## src/rtl/orb_pkg.sv

```systemverilog
// Shared definitions for the ORB feature stream: packet type codes, packet length,
// serializer FSM states and the feature record exchanged between mux and serializer.
package orb_pkg;

    localparam logic [3:0] PKT_TYPE_FEATURE = 4'h1;
    localparam logic [3:0] PKT_TYPE_TRAILER = 4'hF;

    localparam int FEATURE_PACKET_WORDS = 10;

    localparam int ORB_COORD_BITS      = 10;
    localparam int ORB_DESCRIPTOR_BITS = 256;
    localparam int ORB_LEVEL_BITS      = 16;

    typedef enum logic [2:0] {
        ST_IDLE    = 3'd0,
        ST_HEADER  = 3'd1,
        ST_COORD   = 3'd2,
        ST_DESC    = 3'd3,
        ST_TRAILER = 3'd4,
        ST_CSUM    = 3'd5
    } ser_state_e;

    typedef struct packed {
        logic [ORB_DESCRIPTOR_BITS-1:0] descriptor;
        logic [ORB_COORD_BITS-1:0]      x;
        logic [ORB_COORD_BITS-1:0]      y;
        logic [ORB_LEVEL_BITS-1:0]      level;
    } feature_t;

endpackage

```

## src/rtl/feature_packet_checksum.sv

```systemverilog
// XOR accumulator over the accepted words of one output packet.
// Only compiled when ORB_FEATURE_SERIALIZER_CHECKSUM_EN is defined.
`ifdef ORB_FEATURE_SERIALIZER_CHECKSUM_EN
module feature_packet_checksum
    import orb_pkg::*;
(
    input  logic        clk,
    input  logic        i_clear,
    input  logic        i_update,
    input  logic [31:0] i_data,
    output logic [31:0] o_csum
);

    logic [31:0] r_acc;

    // Cleared whenever the serializer sits idle, so every packet starts from zero.
    always_ff @(posedge clk) begin
        if (i_clear) begin
            r_acc <= '0;
        end else if (i_update) begin
            r_acc <= r_acc ^ i_data;
        end
    end

    assign o_csum = r_acc;

endmodule
`endif

```

## src/rtl/orb_feature_serializer.sv

```systemverilog
// Serializes accepted ORB features into 32-bit framed words and emits a per-frame
// trailer with the feature count. Optional CSUM word via ORB_FEATURE_SERIALIZER_CHECKSUM_EN.
module orb_feature_serializer
    import orb_pkg::*;
#(
    parameter int COORD_BITS      = 10,
    parameter int DESCRIPTOR_BITS = 256,
    parameter int LEVEL_BITS      = 16
) (
    input  logic                       clk,
    input  logic                       reset,
    input  logic                       in_valid,
    input  logic [DESCRIPTOR_BITS-1:0] in_descriptor,
    input  logic [COORD_BITS-1:0]      in_feature_x,
    input  logic [COORD_BITS-1:0]      in_feature_y,
    input  logic [LEVEL_BITS-1:0]      in_level,
    output logic                       out_feature_ready,
    input  logic                       in_frame_end,
    output logic [31:0]                out_data,
    output logic                       out_valid,
    output logic                       out_last,
    input  logic                       in_ready
);

    localparam int         DESC_WORDS    = FEATURE_PACKET_WORDS - 2;
    localparam logic [2:0] LAST_DESC_IDX = 3'(DESC_WORDS - 1);

    ser_state_e                 r_state;
    logic                       r_valid;
    logic                       r_last;
    logic                       r_ready;
    logic                       r_pending;
    logic [31:0]                r_data;
    logic [15:0]                r_count;
    logic [2:0]                 r_widx;
    logic [COORD_BITS-1:0]      r_x;
    logic [COORD_BITS-1:0]      r_y;
    logic [DESCRIPTOR_BITS-1:0] r_desc;

    logic        w_feat_hs;
    logic        w_out_hs;
    logic        w_trl_hs;
    logic [2:0]  w_widx_nxt;
    logic [15:0] w_count_inc;
    logic [31:0] w_header;
    logic [31:0] w_coord;
    logic [31:0] w_desc_nxt;
    logic [31:0] w_trailer;
    logic        w_unused_level;

    assign w_feat_hs   = (r_state == ST_IDLE) && in_valid && r_ready;
    assign w_out_hs    = r_valid && in_ready;
    assign w_trl_hs    = (r_state == ST_TRAILER) && w_out_hs;
    assign w_widx_nxt  = r_widx + 3'd1;
    assign w_count_inc = (r_count == 16'hFFFF) ? r_count : r_count + 16'd1;

    assign w_header   = {PKT_TYPE_FEATURE, in_level[11:0], 16'h0000};
    assign w_coord    = {16'(r_y), 16'(r_x)};
    assign w_desc_nxt = r_desc[{w_widx_nxt, 5'b00000} +: 32];
    assign w_trailer  = {PKT_TYPE_TRAILER, 12'h000, r_count};

    // Only the low 12 level bits travel in the header.
    assign w_unused_level = ^in_level[LEVEL_BITS-1:12];

`ifdef ORB_FEATURE_SERIALIZER_CHECKSUM_EN
    logic [31:0] w_csum_acc;
    logic [31:0] w_csum_word;

    feature_packet_checksum u_csum (
        .clk      (clk),
        .i_clear  (r_state == ST_IDLE),
        .i_update (w_out_hs),
        .i_data   (r_data),
        .o_csum   (w_csum_acc)
    );

    // Word currently on the bus is folded in as it is accepted.
    assign w_csum_word = w_csum_acc ^ r_data;
    localparam logic TRAILER_IS_LAST = 1'b0;
`else
    localparam logic TRAILER_IS_LAST = 1'b1;
`endif

    always_ff @(posedge clk) begin
        if (w_feat_hs) begin
            r_x    <= in_feature_x;
            r_y    <= in_feature_y;
            r_desc <= in_descriptor;
        end
    end

    always_ff @(posedge clk or negedge reset) begin
        if (!reset) begin
            r_state   <= ST_IDLE;
            r_valid   <= 1'b0;
            r_last    <= 1'b0;
            r_data    <= '0;
            r_ready   <= 1'b0;
            r_count   <= '0;
            r_pending <= 1'b0;
            r_widx    <= '0;
        end else begin
            case (r_state)
                ST_IDLE: begin
                    if (w_feat_hs) begin
                        r_state <= ST_HEADER;
                        r_valid <= 1'b1;
                        r_last  <= 1'b0;
                        r_data  <= w_header;
                        r_ready <= 1'b0;
                        r_count <= w_count_inc;
                    end else if (r_pending) begin
                        r_state <= ST_TRAILER;
                        r_valid <= 1'b1;
                        r_last  <= TRAILER_IS_LAST;
                        r_data  <= w_trailer;
                        r_ready <= 1'b0;
                    end else begin
                        r_ready <= 1'b1;
                    end
                end
                ST_HEADER: begin
                    if (w_out_hs) begin
                        r_state <= ST_COORD;
                        r_data  <= w_coord;
                    end
                end
                ST_COORD: begin
                    if (w_out_hs) begin
                        r_state <= ST_DESC;
                        r_widx  <= '0;
                        r_data  <= r_desc[31:0];
                    end
                end
                ST_DESC: begin
                    if (w_out_hs) begin
                        r_widx <= w_widx_nxt;
                        if (r_widx == LAST_DESC_IDX) begin
`ifdef ORB_FEATURE_SERIALIZER_CHECKSUM_EN
                            r_state <= ST_CSUM;
                            r_data  <= w_csum_word;
                            r_last  <= 1'b1;
`else
                            r_state <= ST_IDLE;
                            r_valid <= 1'b0;
                            r_last  <= 1'b0;
                            r_ready <= 1'b1;
`endif
                        end else begin
                            r_data <= w_desc_nxt;
                            r_last <= TRAILER_IS_LAST && (w_widx_nxt == LAST_DESC_IDX);
                        end
                    end
                end
                ST_TRAILER: begin
                    if (w_out_hs) begin
                        r_count <= '0;
`ifdef ORB_FEATURE_SERIALIZER_CHECKSUM_EN
                        r_state <= ST_CSUM;
                        r_data  <= w_csum_word;
                        r_last  <= 1'b1;
`else
                        r_state <= ST_IDLE;
                        r_valid <= 1'b0;
                        r_last  <= 1'b0;
                        r_ready <= 1'b1;
`endif
                    end
                end
`ifdef ORB_FEATURE_SERIALIZER_CHECKSUM_EN
                ST_CSUM: begin
                    if (w_out_hs) begin
                        r_state <= ST_IDLE;
                        r_valid <= 1'b0;
                        r_last  <= 1'b0;
                        r_ready <= 1'b1;
                    end
                end
`endif
                default: begin
                    r_state <= ST_IDLE;
                    r_valid <= 1'b0;
                    r_last  <= 1'b0;
                    r_ready <= 1'b0;
                end
            endcase

            // A new frame-end pulse wins over the clear from an accepted trailer.
            if (w_trl_hs) begin
                r_pending <= 1'b0;
            end
            if (in_frame_end) begin
                r_pending <= 1'b1;
            end
        end
    end

    assign out_data          = r_data;
    assign out_valid         = r_valid;
    assign out_last          = r_last;
    assign out_feature_ready = r_ready;

endmodule

```

## config.mk

```make
export PLATFORM = sky130hd
export DESIGN_NAME = orb_feature_serializer
export DESIGN_NICKNAME = d
export VERILOG_FILES = /design/src/rtl/orb_pkg.sv /design/src/rtl/feature_packet_checksum.sv /design/src/rtl/orb_feature_serializer.sv
export SDC_FILE = /design/constraint.sdc
export NUM_CORES = 1
export LEC_CHECK = 0
export CORE_UTILIZATION = 45
export DETAILED_ROUTE_END_ITERATION = 16
export GPL_TIMING_DRIVEN = 0
export PLACE_DENSITY_LB_ADDON = 0.08
export SYNTH_ARGS = -nofsm -noshare
export SYNTH_HDL_FRONTEND = slang
export SYNTH_SLANG_ARGS = --single-unit
```

## constraint.sdc

```tcl
create_clock -name clk -period 18.7 [get_ports clk]
set_input_delay 2.805 -clock clk [delete_from_list [all_inputs] [get_ports clk]]
set_output_delay 2.805 -clock clk [all_outputs]
set_load 0.01 [all_outputs]
```

==> results_dict.tcl <==
set metrics [dict create \
    dieArea_sq_um 30600 \
    seqPwrFrac_pct 40.5 \
    antenna_found_initial 2 \
    num_vias 8603 \
    power.internal_uw 1640 \
    ys_seq_area_share_pct 72.4 \
    slew_viol_final 0 \
    crit_type "primary input to register" \
    synth_xor_xnor_area_share_pct 0 \
    leakagePower_uw 0.00621 \
    grt_pass1_vias 8805 \
    io_pins 332 \
    wl_mm 34.8 \
    postCtsSetupBuffers 0 \
    grt-ovfl-total 0 \
    syn_nets 1072 \
    required_ps 18920 \
    grt_usage_pct 23.0 \
    p_sw_uw 731 \
    tightestPinTransition_ps 1320 \
    grt_first_pass_wirelength_mm 51.9 \
    power_uw 2370 \
    max_stage_delay_ps 720 \
    yosys_warnings 0 \
    synth_compound_area_share_pct 9.14 \
    synthArstFlopShare_pct 17.4 \
    cts_buffers 37 \
    pwr-share-comb_pct 31.9 \
    cp-end-kind "register" \
    crit_path_top_delay_cell "buf_2" \
    chipWidth_microns 175 \
    peakVddDrop_uv 61.1 \
    synth_area_leaders "edfxtp_1 62%, dfrtp_1 11%, mux4_2 11%" \
    std_cell_rows 62 \
    hpwl_mm 25.1 \
    yosysTopAreaCell "edfxtp_1" \
    yosysUniqueCellTypes 55 \
    synth-simple-area-share_pct 4.95 \
    cp_max_fo 37 \
    period_needed_ps 5700 \
    root_buffer "clkbuf_16" \
    finalSetupTns_ps 0 \
    cts_tree "yes" \
    hold_viol 0 \
    via_per_inst 5.54 \
    p_sw_share_pct 30.8 \
    synth_top_family_by_area "multiplexers" \
    status "completed" \
    synth-edff-count 276 \
    grt_max_degree 59 \
    arrival_ps 5910 \
    rsz0062_at_grt "false" \
    crit_top_cell "buf_12" \
    layout_commonest_cell "clkdlybuf4s50_1" \
    detail-route-antenna-nets 0 \
    wire_per_inst_microns 22.4 \
    clkLatencyLatePin_ps 520 \
    routabilityCongestion 0.849 \
    die_h_microns 175 \
    r2r_slack_ps 14540 \
    cts_buffer_depth 3 \
    synth_top_cell_area_share_pct 61.6 \
    synth.area.mux_share_pct 11.3 \
    start_util_pct 46.3 \
    ys_ff_latch 334 \
    cts.clk_slew.worst_paths_ps 60 \
    fin_crit_sh_pct 30.5 \
    cts_resized 0 \
    setup_viol 0 \
    nets 1444 \
    worstRegToRegCells 11 \
    drc 0 \
    drive_gt1_share_pct 12.1 \
    mostFrequentLayoutCells "325 x clkdlybuf4s50_1, 276 x edfxtp_1, 64 x mux4_2, 58 x dfrtp_1, 54 x a21oi_1" \
    synthToLayoutAreaGrowth_pct 36.9 \
    synth.cell_area_sq_um 13400 \
    first_iter_violations 841 \
    yosys.area_share.adder_pct 0.372 \
    synthCells 771 \
    fp.coreArea_sq_um 29000 \
    slew_headroom_pct 11.5 \
    p_clk_share_pct 27.5 \
    port_buffers 326 \
    first_pass_iters 9 \
    ctsHoldBuffers 0 \
    fmax_mhz 175 \
    finClkSkew_ps 21.9 \
    path_cells "clkdlybuf4s50_1 -> and2_1 -> nand2_1 -> inv_1 -> buf_2 -> buf_12 -> buf_12 -> buf_12 -> buf_12" \
    h-tree-depth 2 \
    synthFlopType "edfxtp_1" \
    worst_hold_path_type "register to register" \
    cts_sinks 334 \
    min_path_cells 2 \
    p_per_area_nw_per_um2 129 \
    maxCapViolations 0 \
    start_kind "primary input" \
    synth.avg_cell_area_sq_um 17.4 \
]
[stage by stage]
| step | setup WS (ps) | utilization (%) | hold WS, ps | std cells | area (sq um) |
|---|---|---|---|---|---|
| 2_1_floorplan | 6760 | - | 456 | 771 | 13400 |
| 3_3_place_gp | 2420 | 59.2 | 462 | 1481 | 17200 |
| 3_5_place_dp | 12460 | 59.7 | 465 | 1488 | 17300 |
| 4_1_cts | 12990 | 63.4 | 478 | 1553 | 18400 |
| 5_1_grt | 12790 | 63.5 | 507 | 1554 | 18400 |
| 6_report | 13000 | 63.5 | 475 | 1554 | 18400 |
[worst paths after layout]
check                                  start      endpoint
min in group asynchronous              reset     out_valid
worst min register to register  out_data[23]  out_data[23]
worst max register to register     r_widx[0]  out_data[15]
worst min-delay path            out_data[23]  out_data[23]
max in group asynchronous              reset  out_data[14]
worst max-delay path                in_valid   r_desc[250]
[state kept, by name, indices dropped and copies added, names as in the netlist]
signal / count
r_desc: 256
out_data: 32
r_count: 16
r_x: 10
r_y: 10
r_state: 3
r_widx: 3
out_feature_ready: 1
out_last: 1
out_valid: 1
r_pending: 1
[worst max-delay path: cells and delay by family]
kind	cells	cell delay, ps
buffers and inverters	7	2580
AND/OR/NAND/NOR	2	480
[area by class of cell]
type / instances / area (sq um)
inverters: 14 / 52.6
multi-input cells: 376 / 3460
clock buffers: 51 / 1010
clock inverters: 14 / 71.3
well taps: 384 / 480
diodes: 1 / 2.50
repair buffers: 333 / 3400
plain buffers: 47 / 196
fillers: 2164 / 10600
flip-flops and latches: 334 / 9740
[Yosys cell counts (6+ instances only)]
cell and number:
mux2i_1 6, a22oi_1 20, nand2_1 42, inv_1 14, buf_2 9, a2bb2oi_1 12, o31ai_1 19, a2111oi_0 10
o21ai_0 6, a22o_1 11, dfrtp_1 58, nand4_1 7, nor2_1 25, a21oi_1 54, clkbuf_1 31, or4_1 7
mux4_2 64, nand2b_1 7, nand3_1 9, a222oi_1 6, edfxtp_1 276, a31oi_1 16
[metal layers]
| layer | vias to the layer above | wire [microns] | global-route usage (%) |
|---|---|---|---|
| li1 | 3923 | - | - |
| met1 | 4202 | 14200 | 30.9 |
| met2 | 411 | 16500 | 36.8 |
| met3 | 65 | 3050 | 5.72 |
| met4 | 2 | 998 | 7.57 |
| met5 | - | 13 | 0 |
[logic make-up after synthesis]
group | after synthesis
fa+ha+maj | 4
simple gates | 128
flops | 334
mux | 71
compound gates | 173
buf+inv | 61
[power by group through the flow]
stage                     Sequential [uW]  Clock (uW)  Combinational [uW]
after global routing                  970         697                 815
after detailed placement              975           0                 766
after CTS                             960         670                 768
final                                 961         652                 757
after global placement               1010           0                 749
after floorplan                      1010           0                 436
Power figures use the tool's default switching activity.
==> RTL edit 1, RTL diff (same settings) <==
Set the parameter `COORD_BITS` to 5 (it was 10).
--- a/src/rtl/orb_feature_serializer.sv
+++ b/src/rtl/orb_feature_serializer.sv
@@ -5,3 +5,3 @@
 #(
-    parameter int COORD_BITS      = 10,
+    parameter int COORD_BITS      = 5,
     parameter int DESCRIPTOR_BITS = 256,
Ports: changed (resized in_feature_x and in_feature_y); port bits go from 332 to 322. No check against the original RTL was run, so the function may have changed too.
==> RTL edit 1 against the unedited design <==
- synthesized area down 1.7%
- largest cell class unchanged
- worst setup slack better by 840 ps
- routed wire length down 1.0%
- fmax up 17%
- global-route usage up 0.19 points
- core utilization down 0.65 points
- sequential cell count down 10
- cell area down 1.8%
- synthesized cell count up 4.5%
Power is not compared: it rests on default switching activity, and its combinational part moved more than twofold at a synthesized area within 25%.
==> RTL edit 1: results (changes against the unedited design) <==
[drt]
drt_iter0_drc=772  ; -8.2%
wl_met1_um=14600  ; +2.6%
firstDrtPassIters=5  ; -4
met2WireLength_um=16080  ; -2.7%
wl_um=34450  ; -1.0%
met3_length_um=3011  ; -1.1%
viasPerCell=5.407  ; -2.3%

[logic_synthesis]
synth_cell_types=58  ; +5.5%
synth-edff-count=266  ; -3.6%
synth_common_cells=edfxtp_1, nand2_1, dfrtp_1, nor2_1, mux4_2
ys_ff_latch=324  ; -3.0%
ys_seq_area_share_pct=71.42  ; -1.0 points
synth_nets=1097  ; +2.3%
yosys-top-cells-area=edfxtp_1, dfrtp_1, mux4_2, mux2i_1, nand2_1
ys_warn_count=0  ; unchanged

[global_route]
grt_pass1_vias=8855  ; +0.57%
gr-usage-met2_pct=36.46  ; -0.29 points
met1_usage_pct=31.90  ; +1.0 points
grt_max_degree=129  ; +120%
use_met3_pct=6.338  ; +0.62 points
track_usage_pct=23.17  ; +0.19 points
grt_pass1_wl_um=52460  ; +1.0%
antenna_found_initial=3  ; +1

[place]
dpl.hpwl_um=24640  ; -2.0%
io_buffers=317  ; -2.8%
gp_congestion=0.8085  ; -4.8%
placed_area_um2=16930  ; -2.3%
pre_cts_ws_ps=13300  ; +839.8 ps

[cts]
ctsResizeCount=0  ; unchanged
cts_buffers=37  ; unchanged

[worst_setup_path]
path_max_fanout=128  ; +250%

[cells_and_area]
fin_nets=1455  ; +0.76%
drive_above_1_share_pct=12.02  ; -0.045 points

[timing]
tightestPinTransition_ps=910.5  ; -414.0 ps
skew_ps=20.89  ; -0.9796 ps

[hold_path]
hold_class=flip-flop to flip-flop

[status]
outcome=finished clean

[RTL edit 1: cells by family after synthesis]
family | Yosys count | share of synthesized area, %
buf+inv | 55 | 2.111
mux | 80 | 10.81
simple gates | 187 | 6.703
compound gates | 143 | 7.716
flops | 324 | 71.42
xor+xnor | 13 | 0.8615
fa+ha+maj | 4 | 0.3787
[RTL edit 1: critical path, stage by stage]
cell	delay [ps]
clkdlybuf4s50_1	470
nand2_1	130
nor3_4	470
buf_8	410
buf_16	480
a21oi_1	180
o31ai_2	190
[RTL edit 1: stage by stage]
step                      instances  total power [W]
after floorplan                 806        0.0007964
after global placement         1507        0.0008574
after detailed placement       1509        0.0008581
after CTS                      1574         0.001544
after global routing           1576         0.001576
final                          1577         0.001529
[RTL edit 1: power breakdown]
part,internal [W],leakage [nW],switching (W)
registers,0.000781,3.18,0.00000000000000000000311
logic,0.0000508,2.42,0.0000112
clock network,0.000411,0.548,0.000275
[RTL edit 1: final cells by class]
class / count / area [um2]
Sequential cell: 324 / 9439
Buffer: 52 / 271.5
Clock buffer: 50 / 984.7
Multi-Input combinational cell: 427 / 3498
Inverter: 3 / 11.26
Tap cell: 384 / 480.5
Timing Repair Buffer: 319 / 3226
Fill cell: 2171 / 10710
Antenna cell: 3 / 7.507
Clock inverter: 15 / 155.1
[RTL edit 1: final timing paths]
path	startpoint	to	slack [ps]	depth (start not counted)
max	in_valid	out_data[16]	13840	7
min	out_data[17]	out_data[17]	480	2
max reg2reg	r_widx[0]	out_data[26]	15080	10
min reg2reg	out_data[17]	out_data[17]	480	2
max in group asynchronous	reset	out_data[26]	15750	1
min in group asynchronous	reset	out_data[6]	2360	1
==> RTL edit 2, RTL diff (same settings) <==
Made on the original files. Encoding of `ser_state_e`: now one-hot (6 bits for 6 states).
--- a/src/rtl/orb_pkg.sv
+++ b/src/rtl/orb_pkg.sv
@@ -13,9 +13,9 @@
 
-    typedef enum logic [2:0] {
-        ST_IDLE    = 3'd0,
-        ST_HEADER  = 3'd1,
-        ST_COORD   = 3'd2,
-        ST_DESC    = 3'd3,
-        ST_TRAILER = 3'd4,
-        ST_CSUM    = 3'd5
+    typedef enum logic [5:0] {
+        ST_IDLE    = 6'b000001,
+        ST_HEADER  = 6'b000010,
+        ST_COORD   = 6'b000100,
+        ST_DESC    = 6'b001000,
+        ST_TRAILER = 6'b010000,
+        ST_CSUM    = 6'b100000
     } ser_state_e;
Check against the original RTL: no difference found for any inputs over 4 cycles, from zero or initial values and one cycle with reset low; so few cycles prove little.
==> RTL edit 2 against the unedited design <==
- total power is 13% lower
- critical path type unchanged
- via count grew 1.0%
- sequential power shrank 2.6%
- combinational power shrank 42%
- routed wire length is 4.6% higher
- fmax is 11% higher
- sequential cell count increased by 2
- synthesized area up 1.2%
- register-to-register slack worse by 770 ps
- worst setup slack gained 560 ps
- cell area rose by 1.3%
- largest cell class unchanged
==> RTL edit 2: results (changes against the unedited design) <==
[place]
io_buffers=327  ; +0.31%
gp_congestion=0.8611  ; +1.4%
pre_cts_ws_ps=13020  ; +562.8 ps
placed_area_um2=17500  ; +0.98%
dpl.hpwl_um=26280  ; +4.5%

[cells_and_area]
fin_nets=1477  ; +2.3%
drive_above_1_share_pct=13.97  ; +1.9 points

[logic_synthesis]
synth_common_cells=edfxtp_1, nand2_1, mux4_2, dfrtp_1, nor2_1
synth-xor-area-share_pct=0.1931  ; +0.19 points
yosys-top-cells-area=edfxtp_1, dfrtp_1, mux4_2, nand2_1, a222oi_1
ys_seq_area_share_pct=71.97  ; -0.48 points
synth_nets=1106  ; +3.2%
synth_cell_types=55  ; unchanged
synth_compound_area_share_pct=7.624  ; -1.5 points
synth.area.mux_share_pct=11.46  ; +0.21 points
synthArstFlopShare_pct=17.86  ; +0.49 points

[power]
vdd_drop_max_mv=0.06959  ; +14%

[worst_setup_path]
critPathMaxStageDelay_ps=540  ; -180 ps
path_delay_family=buffers and inverters
r2r-end=out_data[4]
arrival_ps=5590  ; -320 ps
crit_slowest_cell=clkbuf_4
path_max_fanout=63  ; +70%

[hold_path]
worstHoldEndpoint=r_state[0]
min_from=r_pending
hold-path-cell-count=1  ; -1

[drt]
drt_iter0_drc=780  ; -7.3%
firstDrtPassIters=7  ; -2
via_count=8693  ; +1.0%
wl_per_cell_um=22.79  ; +1.8%

[global_route]
grt_pass1_vias=8947  ; +1.6%
antenna_found_initial=7  ; +5
track_usage_pct=23.81  ; +0.83 points
grt_max_degree=64  ; +8.5%

[timing]
tightestPinTransition_ps=1035  ; -289.4 ps
layout_setup_ws_ps=13560  ; +557.9 ps
skew_ps=37.75  ; +15.88 ps

[status]
outcome=finished clean

-- RTL edit 2: layout make-up --
cell class                      instances  area (um2)
Tap cell                              390       488.0
Clock inverter                         20       125.1
Inverter                                5       18.77
Fill cell                            2191       11060
Sequential cell                       336        9791
Buffer                                 51       245.2
Antenna cell                            4       10.01
Multi-Input combinational cell        413        3553
Clock buffer                           46        1022
Timing Repair Buffer                  332        3401
-- RTL edit 2: where the power goes --
part	internal (W)	switching (W)	leakage [nW]
combinational	0.000219	0.000223	2.62
sequential	0.000900	0.0000356	3.23
clock	0.000401	0.000285	0.571
-- RTL edit 2: worst max path at each step --
stage | start | end | cells past startpoint
4_1_cts | in_valid | out_data[25] | 9
2_1_floorplan | in_valid | out_data[24] | 5
5_1_grt | in_valid | out_data[25] | 9
6_report | in_valid | out_data[25] | 9
3_5_place_dp | in_valid | out_data[25] | 9
3_3_place_gp | in_valid | out_data[27] | 6
-- RTL edit 2: cells by family after synthesis --
logic type	count (synthesis)
compound gates	134
xor+xnor	3
fa+ha+maj	4
buf+inv	56
flops	336
mux	75
simple gates	197
-- RTL edit 2: worst reg2reg max path, delay by kind of cell (launching register included) --
kind / cells / cell delay [ps]
buffers and inverters: 7 / 2790
AO/OA/AOI/OAI: 2 / 870
multiplexers: 1 / 410
flip-flops: 1 / 350
adder cells (fa/ha/maj): 1 / 330
-- RTL edit 2: layer usage --
| metal | vias to the layer above | track usage, % | routed length, um |
|---|---|---|---|
| met5 | - | 0 | 30 |
| met4 | 4 | 7.572 | 820 |
| met3 | 57 | 6.623 | 2938 |
| met2 | 361 | 38.47 | 17940 |
| met1 | 4293 | 31.24 | 14670 |
| li1 | 3978 | - | - |
-- RTL edit 2: metrics by stage --
step	cells	hold WS [ps]	utilization, %
2_1_floorplan	805	449.3	-
3_3_place_gp	1522	475.6	58.44
3_5_place_dp	1527	480.9	58.88
4_1_cts	1593	479.5	62.74
5_1_grt	1597	523.5	62.77
6_report	1597	485.2	62.77
